--- config.mk ---
export PLATFORM = sky130hd
export DESIGN_NAME = multicycle_ctrl_flat
export DESIGN_NICKNAME = d
export VERILOG_FILES = /design/src/rtl/multicycle_ctrl_pkg.sv /design/src/rtl/multicycle_ctrl_if.sv /design/src/rtl/multicycle_ctrl_alu_decoder.sv /design/src/rtl/multicycle_ctrl.sv /design/src/flat_wrapper.sv
export SDC_FILE = /design/constraint.sdc
export NUM_CORES = 1
export LEC_CHECK = 0
export CORE_MARGIN = 3
export CORE_UTILIZATION = 43
export CTS_CLUSTER_SIZE = 20
export DETAILED_ROUTE_END_ITERATION = 12
export PLACE_DENSITY = 0.81
export SLEW_MARGIN = 30
export SYNTH_ARGS = -nofsm -noshare
export SYNTH_HDL_FRONTEND = slang
export SYNTH_HIERARCHICAL = 1
export SYNTH_SLANG_ARGS = --single-unit
--- constraint.sdc ---
create_clock -name clk -period 2.25 [get_ports clk]
set_clock_uncertainty 0.2 [all_clocks]
set_input_delay 0.45 -clock clk [delete_from_list [all_inputs] [get_ports clk]]
set_output_delay 0.45 -clock clk [all_outputs]
set_load 0.02 [all_outputs]
--- src/rtl/multicycle_ctrl_pkg.sv ---
// ============================================================================
// Module   : mctrl_pkg
// Brief    : State encoding, IR field constants and datapath select encodings
//            shared by the multicycle MIPS-subset control FSM.
// Revision : 1.0
// ============================================================================
`default_nettype none

package mctrl_pkg;

   typedef enum logic [3:0] {
      ST_FETCH  = 4'd0,
      ST_DECODE = 4'd1,
      ST_MEMADR = 4'd2,
      ST_MEMRD  = 4'd3,
      ST_MEMWB  = 4'd4,
      ST_MEMWR  = 4'd5,
      ST_EXEC   = 4'd6,
      ST_RWB    = 4'd7,
      ST_BRANCH = 4'd8,
      ST_ADDIEX = 4'd9,
      ST_ADDIWB = 4'd10,
      ST_JUMP   = 4'd11,
      ST_HALT   = 4'd12
   } state_e;

   localparam logic [5:0] c_op_rtype = 6'b000000;
   localparam logic [5:0] c_op_lw    = 6'b100011;
   localparam logic [5:0] c_op_sw    = 6'b101011;
   localparam logic [5:0] c_op_beq   = 6'b000100;
   localparam logic [5:0] c_op_bne   = 6'b000101;
   localparam logic [5:0] c_op_addi  = 6'b001000;
   localparam logic [5:0] c_op_j     = 6'b000010;

   localparam logic [5:0] c_fn_add = 6'b100000;
   localparam logic [5:0] c_fn_sub = 6'b100010;
   localparam logic [5:0] c_fn_and = 6'b100100;
   localparam logic [5:0] c_fn_or  = 6'b100101;
   localparam logic [5:0] c_fn_slt = 6'b101010;
   localparam logic [5:0] c_fn_nor = 6'b100111;

   localparam logic [3:0] c_alu_and = 4'b0000;
   localparam logic [3:0] c_alu_or  = 4'b0001;
   localparam logic [3:0] c_alu_add = 4'b0010;
   localparam logic [3:0] c_alu_sub = 4'b0110;
   localparam logic [3:0] c_alu_slt = 4'b0111;
   localparam logic [3:0] c_alu_nor = 4'b1100;

   localparam logic [1:0] c_pcsrc_alu    = 2'b00;
   localparam logic [1:0] c_pcsrc_aluout = 2'b01;
   localparam logic [1:0] c_pcsrc_jump   = 2'b10;

   localparam logic [1:0] c_srcb_b     = 2'b00;
   localparam logic [1:0] c_srcb_four  = 2'b01;
   localparam logic [1:0] c_srcb_imm   = 2'b10;
   localparam logic [1:0] c_srcb_immsh = 2'b11;

   typedef struct packed {
      logic       mem_req;
      logic       mem_we;
      logic       iord;
      logic       ir_we;
      logic       pc_we;
      logic [1:0] pc_src;
      logic       alu_src_a;
      logic [1:0] alu_src_b;
      logic [3:0] alu_ctl;
      logic       reg_we;
      logic       reg_dst;
      logic       mem_to_reg;
      logic       error;
   } ctrl_t;

   // States that own the memory port and therefore run the wait counter.
   function automatic logic is_mem_state(state_e s);
      return (s == ST_FETCH) || (s == ST_MEMRD) || (s == ST_MEMWR);
   endfunction

endpackage

`default_nettype wire

--- src/rtl/multicycle_ctrl_if.sv ---
// ============================================================================
// Module   : multicycle_ctrl_if
// Brief    : Control/datapath bundle between the multicycle FSM (master) and
//            the datapath plus memory port (slave).
// Revision : 1.0
// ============================================================================
`default_nettype none

interface multicycle_ctrl_if;
   import mctrl_pkg::*;

   logic [5:0] opcode;
   logic [5:0] funct;
   logic       zero;
   logic       mem_ready;

   logic       mem_req;
   logic       mem_we;
   logic       iord;
   logic       ir_we;
   logic       pc_we;
   logic [1:0] pc_src;
   logic       alu_src_a;
   logic [1:0] alu_src_b;
   logic [3:0] alu_ctl;
   logic       reg_we;
   logic       reg_dst;
   logic       mem_to_reg;
   logic       error;
   state_e     state;

   modport master (
      input  opcode, funct, zero, mem_ready,
      output mem_req, mem_we, iord, ir_we, pc_we, pc_src, alu_src_a,
             alu_src_b, alu_ctl, reg_we, reg_dst, mem_to_reg, error, state
   );

   modport slave (
      output opcode, funct, zero, mem_ready,
      input  mem_req, mem_we, iord, ir_we, pc_we, pc_src, alu_src_a,
             alu_src_b, alu_ctl, reg_we, reg_dst, mem_to_reg, error, state
   );

endinterface

`default_nettype wire

--- src/rtl/multicycle_ctrl_alu_decoder.sv ---
// ============================================================================
// Module   : alu_decoder
// Brief    : R-type funct field to ALU control code, with a valid flag for
//            unsupported funct values.
// Revision : 1.0
// ============================================================================
`default_nettype none

module alu_decoder
   import mctrl_pkg::*;
(
   input  logic [5:0] funct_i,
   output logic [3:0] alu_ctl_o,
   output logic       valid_o
);

   always_comb begin
      alu_ctl_o = c_alu_add;
      valid_o   = 1'b1;
      case (funct_i)
         c_fn_add: alu_ctl_o = c_alu_add;
         c_fn_sub: alu_ctl_o = c_alu_sub;
         c_fn_and: alu_ctl_o = c_alu_and;
         c_fn_or:  alu_ctl_o = c_alu_or;
         c_fn_slt: alu_ctl_o = c_alu_slt;
         c_fn_nor: alu_ctl_o = c_alu_nor;
         default:  valid_o   = 1'b0;
      endcase
   end

endmodule

`default_nettype wire

--- src/rtl/multicycle_ctrl.sv ---
// ============================================================================
// Module   : multicycle_ctrl
// Brief    : Moore control FSM for the multicycle MIPS-subset datapath with a
//            variable-latency memory handshake and wait timeout into HALT.
//            Define MCTRL_BNE_EN to accept BNE (opcode 000101).
// Revision : 1.0
// ============================================================================
`default_nettype none

module multicycle_ctrl
   import mctrl_pkg::*;
#(
   parameter int unsigned TIMEOUT_CYCLES = 15
) (
   input  logic              clk,
   input  logic              rst,
   multicycle_ctrl_if.master bus
);

   localparam int unsigned CNT_W = $clog2(TIMEOUT_CYCLES + 1);

   state_e           state_q, state_d;
   logic [CNT_W-1:0] cnt_q, cnt_d;

   logic [3:0] fn_alu;
   logic       fn_valid;
   logic       in_mem;
   logic       waiting;
   logic       timeout;
   logic       bne_op;
   logic       br_take;
   ctrl_t      ctl;

   alu_decoder u_alu_decoder (
      .funct_i   (bus.funct),
      .alu_ctl_o (fn_alu),
      .valid_o   (fn_valid)
   );

   assign in_mem  = is_mem_state(state_q);
   assign waiting = in_mem && !bus.mem_ready;
   // The wait that would bring the count to TIMEOUT_CYCLES is the last one.
   assign timeout = waiting && (cnt_q == CNT_W'(TIMEOUT_CYCLES - 1));

`ifdef MCTRL_BNE_EN
   assign bne_op = (bus.opcode == c_op_bne);
`else
   assign bne_op = 1'b0;
`endif

   assign br_take = bne_op ? !bus.zero : bus.zero;

   always_comb begin
      state_d = state_q;
      cnt_d   = waiting ? cnt_q + 1'b1 : '0;
      case (state_q)
         ST_FETCH:  if (bus.mem_ready) state_d = ST_DECODE;
         ST_DECODE: begin
            case (bus.opcode)
               c_op_lw, c_op_sw: state_d = ST_MEMADR;
               c_op_rtype:       state_d = ST_EXEC;
               c_op_beq:         state_d = ST_BRANCH;
               c_op_addi:        state_d = ST_ADDIEX;
               c_op_j:           state_d = ST_JUMP;
               default:          state_d = bne_op ? ST_BRANCH : ST_HALT;
            endcase
         end
         ST_MEMADR: state_d = (bus.opcode == c_op_sw) ? ST_MEMWR : ST_MEMRD;
         ST_MEMRD:  if (bus.mem_ready) state_d = ST_MEMWB;
         ST_MEMWB:  state_d = ST_FETCH;
         ST_MEMWR:  if (bus.mem_ready) state_d = ST_FETCH;
         ST_EXEC:   state_d = fn_valid ? ST_RWB : ST_HALT;
         ST_RWB:    state_d = ST_FETCH;
         ST_BRANCH: state_d = ST_FETCH;
         ST_ADDIEX: state_d = ST_ADDIWB;
         ST_ADDIWB: state_d = ST_FETCH;
         ST_JUMP:   state_d = ST_FETCH;
         ST_HALT:   state_d = ST_HALT;
         default:   state_d = ST_HALT;
      endcase
      if (timeout) state_d = ST_HALT;
   end

   always_ff @(posedge clk) begin
      if (rst) begin
         state_q <= ST_FETCH;
         cnt_q   <= '0;
      end else begin
         state_q <= state_d;
         cnt_q   <= cnt_d;
      end
   end

   // Outputs follow the registered state; reset overrides everything to idle.
   always_comb begin
      ctl         = '0;
      ctl.alu_ctl = c_alu_add;
      if (!rst) begin
         case (state_q)
            ST_FETCH: begin
               ctl.mem_req   = 1'b1;
               ctl.alu_src_b = c_srcb_four;
               ctl.ir_we     = bus.mem_ready;
               ctl.pc_we     = bus.mem_ready;
            end
            ST_DECODE: ctl.alu_src_b = c_srcb_immsh;
            ST_MEMADR, ST_ADDIEX: begin
               ctl.alu_src_a = 1'b1;
               ctl.alu_src_b = c_srcb_imm;
            end
            ST_MEMRD: begin
               ctl.mem_req = 1'b1;
               ctl.iord    = 1'b1;
            end
            ST_MEMWB: begin
               ctl.reg_we     = 1'b1;
               ctl.mem_to_reg = 1'b1;
            end
            ST_MEMWR: begin
               ctl.mem_req = 1'b1;
               ctl.mem_we  = 1'b1;
               ctl.iord    = 1'b1;
            end
            ST_EXEC: begin
               ctl.alu_src_a = 1'b1;
               ctl.alu_src_b = c_srcb_b;
               ctl.alu_ctl   = fn_alu;
            end
            ST_RWB: begin
               ctl.reg_we  = 1'b1;
               ctl.reg_dst = 1'b1;
            end
            ST_BRANCH: begin
               ctl.alu_src_a = 1'b1;
               ctl.alu_ctl   = c_alu_sub;
               ctl.pc_src    = c_pcsrc_aluout;
               ctl.pc_we     = br_take;
            end
            ST_ADDIWB: ctl.reg_we = 1'b1;
            ST_JUMP: begin
               ctl.pc_src = c_pcsrc_jump;
               ctl.pc_we  = 1'b1;
            end
            ST_HALT: ctl.error = 1'b1;
            default: ;
         endcase
      end
   end

   assign bus.mem_req    = ctl.mem_req;
   assign bus.mem_we     = ctl.mem_we;
   assign bus.iord       = ctl.iord;
   assign bus.ir_we      = ctl.ir_we;
   assign bus.pc_we      = ctl.pc_we;
   assign bus.pc_src     = ctl.pc_src;
   assign bus.alu_src_a  = ctl.alu_src_a;
   assign bus.alu_src_b  = ctl.alu_src_b;
   assign bus.alu_ctl    = ctl.alu_ctl;
   assign bus.reg_we     = ctl.reg_we;
   assign bus.reg_dst    = ctl.reg_dst;
   assign bus.mem_to_reg = ctl.mem_to_reg;
   assign bus.error      = ctl.error;
   assign bus.state      = state_q;

endmodule

`default_nettype wire

--- src/flat_wrapper.sv ---
// flat-port wrapper written by rule: the top's interface ports become plain ports
module multicycle_ctrl_flat import mctrl_pkg::*;
#(
   parameter int unsigned TIMEOUT_CYCLES = 15
)
  (clk, rst, bus_opcode, bus_funct, bus_zero, bus_mem_ready, bus_mem_req, bus_mem_we, bus_iord, bus_ir_we, bus_pc_we, bus_pc_src, bus_alu_src_a, bus_alu_src_b, bus_alu_ctl, bus_reg_we, bus_reg_dst, bus_mem_to_reg, bus_error, bus_state);
  multicycle_ctrl_if bus_i ();
  input  logic clk;
  input  logic rst;
  input wire logic [$bits(bus_i.opcode)-1:0] bus_opcode;
  input wire logic [$bits(bus_i.funct)-1:0] bus_funct;
  input wire logic [$bits(bus_i.zero)-1:0] bus_zero;
  input wire logic [$bits(bus_i.mem_ready)-1:0] bus_mem_ready;
  output wire logic [$bits(bus_i.mem_req)-1:0] bus_mem_req;
  output wire logic [$bits(bus_i.mem_we)-1:0] bus_mem_we;
  output wire logic [$bits(bus_i.iord)-1:0] bus_iord;
  output wire logic [$bits(bus_i.ir_we)-1:0] bus_ir_we;
  output wire logic [$bits(bus_i.pc_we)-1:0] bus_pc_we;
  output wire logic [$bits(bus_i.pc_src)-1:0] bus_pc_src;
  output wire logic [$bits(bus_i.alu_src_a)-1:0] bus_alu_src_a;
  output wire logic [$bits(bus_i.alu_src_b)-1:0] bus_alu_src_b;
  output wire logic [$bits(bus_i.alu_ctl)-1:0] bus_alu_ctl;
  output wire logic [$bits(bus_i.reg_we)-1:0] bus_reg_we;
  output wire logic [$bits(bus_i.reg_dst)-1:0] bus_reg_dst;
  output wire logic [$bits(bus_i.mem_to_reg)-1:0] bus_mem_to_reg;
  output wire logic [$bits(bus_i.error)-1:0] bus_error;
  output wire logic [$bits(bus_i.state)-1:0] bus_state;
  assign bus_i.opcode = bus_opcode;
  assign bus_i.funct = bus_funct;
  assign bus_i.zero = bus_zero;
  assign bus_i.mem_ready = bus_mem_ready;
  assign bus_mem_req = bus_i.mem_req;
  assign bus_mem_we = bus_i.mem_we;
  assign bus_iord = bus_i.iord;
  assign bus_ir_we = bus_i.ir_we;
  assign bus_pc_we = bus_i.pc_we;
  assign bus_pc_src = bus_i.pc_src;
  assign bus_alu_src_a = bus_i.alu_src_a;
  assign bus_alu_src_b = bus_i.alu_src_b;
  assign bus_alu_ctl = bus_i.alu_ctl;
  assign bus_reg_we = bus_i.reg_we;
  assign bus_reg_dst = bus_i.reg_dst;
  assign bus_mem_to_reg = bus_i.mem_to_reg;
  assign bus_error = bus_i.error;
  assign bus_state = bus_i.state;
  multicycle_ctrl #(.TIMEOUT_CYCLES(TIMEOUT_CYCLES)) u_core (.clk(clk), .rst(rst), .bus(bus_i));
endmodule
==> results.yml, run 1 <==
layout:
  stdcell_area_sq_um: 1590
  fin_cells: 223
  finalNetCount: 216
  antenna_cells: 0
  area_growth_pct: 63.3
  final_layout_size_suffix_gt1_frac: 0.337
  nFillCells: 156
synth:
  async_reset_ff_frac: 0
  synth_top_family_by_area: "simple AND/OR/NAND/NOR gates"
  synth_adder_area_share: 0.0258
  synth_mux_area_frac: 0.0232
  synth.distinct_cells: 47
  synth_simple_gate_area_share: 0.448
  yosysWarningCount: 6
  syn_avg_cell_area_sq_um: 7.09
  syn_area_sq_um: 971
  ys_ff_latch: 8
  synth_compound_area_frac: 0.207
  synthXorXnorAreaFrac: 0.0541
  synthFlopType: "dfxtp_1"
  synth_cells: 137
  yosysSeqAreaShare: 0.165
  synthesis.nets: 155
  synth-edff-count: 0
drt:
  wl_per_cell_um: 14.2
  drt_drc_violations_left: 0
  drtIter0Drc: 34
  drt_first_pass_iters: 4
  vias_per_cell: 5.59
  ant_nets: 0
  drt-total-wl_um: 3160
  dr_total_vias: 1246
worst_setup_path:
  cpMaxStageDelayCell: "or3b_4"
  regToRegStartpoint: "u_core/bus.state[3]"
  worst_setup_path_start_kind: "flip-flop"
  criticalPathCategory: "reg2out"
  worstPathCellList: "or3b_4 > or3_1 > buf_6"
  path_buf_inv: 1
  required_ns: 1.60
  ff2ff_path_depth: 6
  slowest_delay_ns: 0.43
  critPathTopFamily: "simple AND/OR/NAND/NOR gates"
  rrSetupSlack_ns: 0.35
  path_max_fanout: 5
  cp-end-kind: "output port"
  worstPathArrival_ns: 1.56
  reg2reg_to: "u_core/bus.state[2]"
timing:
  hold_viol: 0
  post-route-period-util: 0.983
  setup_viol: 0
  slew_headroom: 0.777
  fmax_mhz: 452
  rsz0062_at_grt: "true"
  report.final.slew_viol_count: 0
  whs_ns: 0.274
  setup_slack_ns: 0.0389
  fin_crit_ns: 2.21
  worst_pin_slew_ns: 0.330
placed_design:
  dp_cells: 219
  port_buffers: 37
  place_ws_ns: -0.622
  place_area_sq_um: 1540
  hpwl_um: 2440
  routabilityCongestion: 0.902
global_route:
  grt_pass1_vias: 1174
  antenna_found_initial: 0
  grt_pass1_wl_um: 5040
  grt_overflow: 0
  grt_usage: 0.234
  grt_max_degree: 16
pwr:
  leakagePower_nw: 0.725
  irDropWorstVdd_uv: 660
  powerDensity_nw_per_um2: 931
  p_total_mw: 1.48
cts:
  cts_hold_buf: 0
  cts.path.max_buffers: 2
  cts_max_level: 1
  cts_root_buf: "clkbuf_4"
  cts_tree: "built"
  numCtsBuffers: 3
  clkSlewWorstSetupHoldPaths_ns: 0.06
  worstSkewPairLatency_ns: 0.26
  clock-sinks: 8
run_status:
  status: "finished, final reports clean"
die:
  dieArea_sq_um: 2860
  die_h_um: 53.5
  io_pins: 38
  core_area_sq_um: 2040
  die_w_um: 53.5
  num_rows: 16
  initial_core_util: 0.475
hold_path:
  hp-class: "reg2reg"
  hold_end: "u_core/cnt_q[0]"
  min_from: "u_core/cnt_q[0]"
  hold_depth: 1
run:
  maxCapViolations: 0
## cell type report
| class | count | area (sq um) | area share |
|---|---|---|---|
| multi-input cells | 113 | 793 | 0.500 |
| repair buffers | 65 | 549 | 0.346 |
| flip-flops and latches | 8 | 160 | 0.101 |
| well taps | 27 | 33.8 | 0.0213 |
| inverters | 7 | 26.3 | 0.0166 |
| clock buffers | 3 | 22.5 | 0.0142 |
## state kept, by name (all words and copies together), names as in the netlist
signal and count:
u_core/cnt_q 4, u_core/bus.state 4
## through the flow
step	utilization	TNS [ns]
6_report	0.776	0
5_1_grt	0.776	-0.0165
4_1_cts	0.767	-0.756
3_5_place_dp	0.754	-7.36
3_3_place_gp	0.754	-6.89
2_1_floorplan	-	0
## worst register-to-register path, cell delays in order (launching register included)
cell	delay, ns
dfxtp_1	0.31
buf_4	0.18
buf_4	0.18
nor4b_1	0.36
a221o_1	0.21
nand3_1	0.07
a221oi_1	0.28
## timing repair
action,in CTS,in global routing
setup buffers,1,0
setup endpoints to repair,18,18
pin swaps,5,3
resized for setup,81,16
gates cloned,0,0
## synth_stat cells (all sizes together) (2+ instances only)
cell type  count  area share
or3            3       0.019
nand3b         2       0.015
inv            7       0.027
nor3          11       0.057
nand2          8       0.031
xor2           4       0.036
xnor2          2       0.018
a211oi         3       0.023
or3b           3       0.027
and3           2       0.013
or2            3       0.022
nand4          2       0.013
nand2b         9       0.058
nor2          15       0.058
nor2b          2       0.013
clkbuf         3       0.012
nand4bb        2       0.023
a21oi          6       0.031
ha             2       0.026
o211ai         2       0.015
mux2           2       0.023
o21ai          5       0.026
nor4           3       0.019
nor4b          2       0.018
and2           2       0.013
dfxtp          8        0.16
buf            6       0.037
nand3          3       0.015
## how the worst max path moves through the flow
| stage | start | slack [ns] | end | depth (start not counted) |
|---|---|---|---|---|
| 2_1_floorplan | u_core/bus.state[1] | 0.008 | bus_alu_ctl[1] | 3 |
| 3_3_place_gp | bus_funct[2] | -0.57 | bus_alu_ctl[1] | 5 |
| 3_5_place_dp | bus_funct[2] | -0.62 | bus_alu_ctl[1] | 5 |
| 4_1_cts | bus_funct[4] | -0.20 | bus_alu_ctl[1] | 5 |
| 5_1_grt | u_core/bus.state[1] | -0.01 | bus_mem_req | 5 |
| 6_report | u_core/bus.state[1] | 0.04 | bus_alu_ctl[1] | 3 |
## power breakdown
| part | internal (mW) | switching, mW |
|---|---|---|
| clock network | 0.0610 | 0.0484 |
| logic | 0.542 | 0.617 |
| registers | 0.180 | 0.0282 |
## cells in the final DEF (no fill, tap or decap), types with 4 or more instances in the layout
cell type         n
a21oi_1           5
buf_2             9
buf_4            28
clkdlybuf4s15_2   4
clkdlybuf4s50_1   9
dfxtp_1           8
dlygate4sd2_1     6
dlymetal6s2s_1    5
inv_1             7
nand2_1           8
nand2b_1          7
nor2_1           14
nor3_1            7
nor3_2            4
o21ai_0           4
xor2_1            4
## per-layer routing
| layer | up-vias | share of wire | track usage | wire length [um] |
|---|---|---|---|---|
| li1 | 624 | - | - | - |
| met1 | 579 | 0.42 | 0.286 | 1330 |
| met2 | 43 | 0.52 | 0.424 | 1640 |
| met3 | 0 | 0.059 | 0.0535 | 185 |
| met4 | 0 | 0 | 0.0255 | 0 |
| met5 | - | 0 | 0 | 0 |
## kinds of logic (layout without fill, tap and decap cells)
family	count (synthesis)	after routing
and+or+nand+nor	75	75
AOI/OAI and AO/OA	28	28
buffers and inverters	16	75
DFF	8	8
xor gates and xnor gates	6	6
adders and majority gates	2	2
muxes	2	2
(Power assumes the default switching activity.)
==> inputs of run 2 (changes only) <==
--- a/config.mk
+++ b/config.mk
@@ -6,10 +6,10 @@
 export NUM_CORES = 1
 export LEC_CHECK = 0
 export CORE_MARGIN = 3
-export CORE_UTILIZATION = 43
+export CORE_UTILIZATION = 31
 export CTS_CLUSTER_SIZE = 20
 export DETAILED_ROUTE_END_ITERATION = 12
-export PLACE_DENSITY = 0.81
+export PLACE_DENSITY = 0.62
 export SLEW_MARGIN = 30
 export SYNTH_ARGS = -nofsm -noshare
 export SYNTH_HDL_FRONTEND = slang
==> run 2 against run 1 <==
Critical path type is now in2out. Routed wire length is 5.3% lower. Worst setup slack improved by 0.032 ns. Final area is 0.32% lower. Sequential power barely moved. Core utilization is 23 points lower.
==> results.yml, run 2 (synthesis gave the netlist of run 1 again) <==
run_status:
  status: "finished, final reports clean"
run:
  maxCapViolations: 0
timing:
  fin_crit_ns: 2.18
  finalSetupTns_ns: 0
  setup_viol: 0
  setup_slack_ns: 0.0705
  hold_viol: 0
  whs_ns: 0.269
  rsz0062_at_grt: "false"
  report.final.slew_viol_count: 0
  slew_headroom: 0.801
  post-route-period-util: 0.969
  fmax_mhz: 459
  worst_pin_slew_ns: 0.295
placed_design:
  hpwl_um: 2350
  place_ws_ns: -0.657
  routabilityCongestion: 0.841
  port_buffers: 37
pwr:
  irDropWorstVdd_uv: 427
  leakagePower_nw: 0.713
  powerDensity_nw_per_um2: 905
drt:
  drt-total-wl_um: 2990
  wl_per_cell_um: 12.6
  drt_first_pass_iters: 4
  drtIter0Drc: 76
  dr_total_vias: 1187
  vias_per_cell: 5.01
  drt_drc_violations_left: 0
  ant_nets: 0
cts:
  cts_tree: "built"
  clkSlewWorstSetupHoldPaths_ns: 0.05
  numCtsBuffers: 3
  cts_hold_buf: 0
  cts_root_buf: "clkbuf_4"
  cts.path.max_buffers: 2
  worstSkewPairLatency_ns: 0.25
  cts_max_level: 1
  clock-sinks: 8
worst_setup_path:
  worstPathArrival_ns: 1.53
  cp-end-kind: "output port"
  worstPathCellList: "clkdlybuf4s15_1 > and4bb_2 > o21ai_2 > or3_4 > buf_6"
  critPathTopFamily: "simple AND/OR/NAND/NOR gates"
  criticalPathCategory: "in2out"
  path_buf_inv: 2
  required_ns: 1.60
  cpMaxStageDelayCell: "or3_4"
  path_max_fanout: 6
  slowest_delay_ns: 0.36
  worst_setup_path_start_kind: "input pin"
die:
  core_area_sq_um: 2880
  die_w_um: 62.0
  die_h_um: 62.0
  dieArea_sq_um: 3840
  initial_core_util: 0.338
  io_pins: 38
  num_rows: 19
layout:
  final_common_cell: "buf_4"
  final_layout_size_suffix_gt1_frac: 0.344
  area_growth_pct: 62.8
  layout_common_cells: "buf_4, nor2_1, clkdlybuf4s50_1, buf_2"
  antenna_cells: 0
  finalNetCount: 215
global_route:
  grt_pass1_wl_um: 4950
  grt_max_degree: 19
  grt_overflow: 0
  grt_usage: 0.167
  antenna_found_initial: 0
  grt_pass1_vias: 1160
hold_path:
  hp-class: "reg2reg"
==> run 2: final timing paths <==
kind,start,to,slack (ns),cells past startpoint
max,bus_funct[2],bus_alu_ctl[1],0.07,5
max reg2reg,u_core/bus.state[1],u_core/cnt_q[3],0.34,6
min reg2reg,u_core/cnt_q[0],u_core/cnt_q[0],0.27,1
min,u_core/cnt_q[0],u_core/cnt_q[0],0.27,1
==> run 2: routing by layer <==
metal  vias to the layer above  share of wire  GRT usage
met5                         -              0          0
met4                         0         0.0047     0.0424
met3                         2          0.052     0.0372
met2                        36           0.48      0.284
met1                       534           0.46      0.211
li1                        615              -          -
==> run 2: cell type report <==
class                      count  area, sq um
clock buffer                   3         22.5
tap                           42         52.6
inverter                       7         26.3
multi-input combinational    113          791
fill                         269         1300
timing repair buffer          64          528
sequential                     8          160
==> run 2: worst register-to-register path: cells and delay by family (launching register included) <==
| kind | cells | cell delay, ns |
|---|---|---|
| mux | 1 | 0.28 |
| flops | 1 | 0.31 |
| simple gates | 3 | 0.77 |
| buf+inv | 2 | 0.27 |
==> run 2: timing repair <==
action,CTS,global route
gates resized for setup,82,20
pin swaps,2,2
buffers inserted,1,0
setup endpoints to repair,18,17
==> run 2: power by group <==
group | switching (mW) | internal, mW | leakage (nW)
sequential | 0.0279 | 0.180 | 0.0653
clock | 0.0428 | 0.0606 | 0.0138
combinational | 0.598 | 0.521 | 0.634
total | 0.668 | 0.762 | 0.713
==> run 2: through the flow <==
| stage | std cells | instance area [sq um] | utilization | power [mW] |
|---|---|---|---|---|
| after CTS | 237 | 1560 | 0.542 | 1.42 |
| after detailed placement | 233 | 1550 | 0.539 | 1.34 |
| final | 237 | 1580 | 0.549 | 1.43 |
| after floorplan | 137 | 981 | - | 0.878 |
| after global routing | 237 | 1580 | 0.549 | 1.55 |
| after global placement | 233 | 1550 | 0.539 | 1.33 |
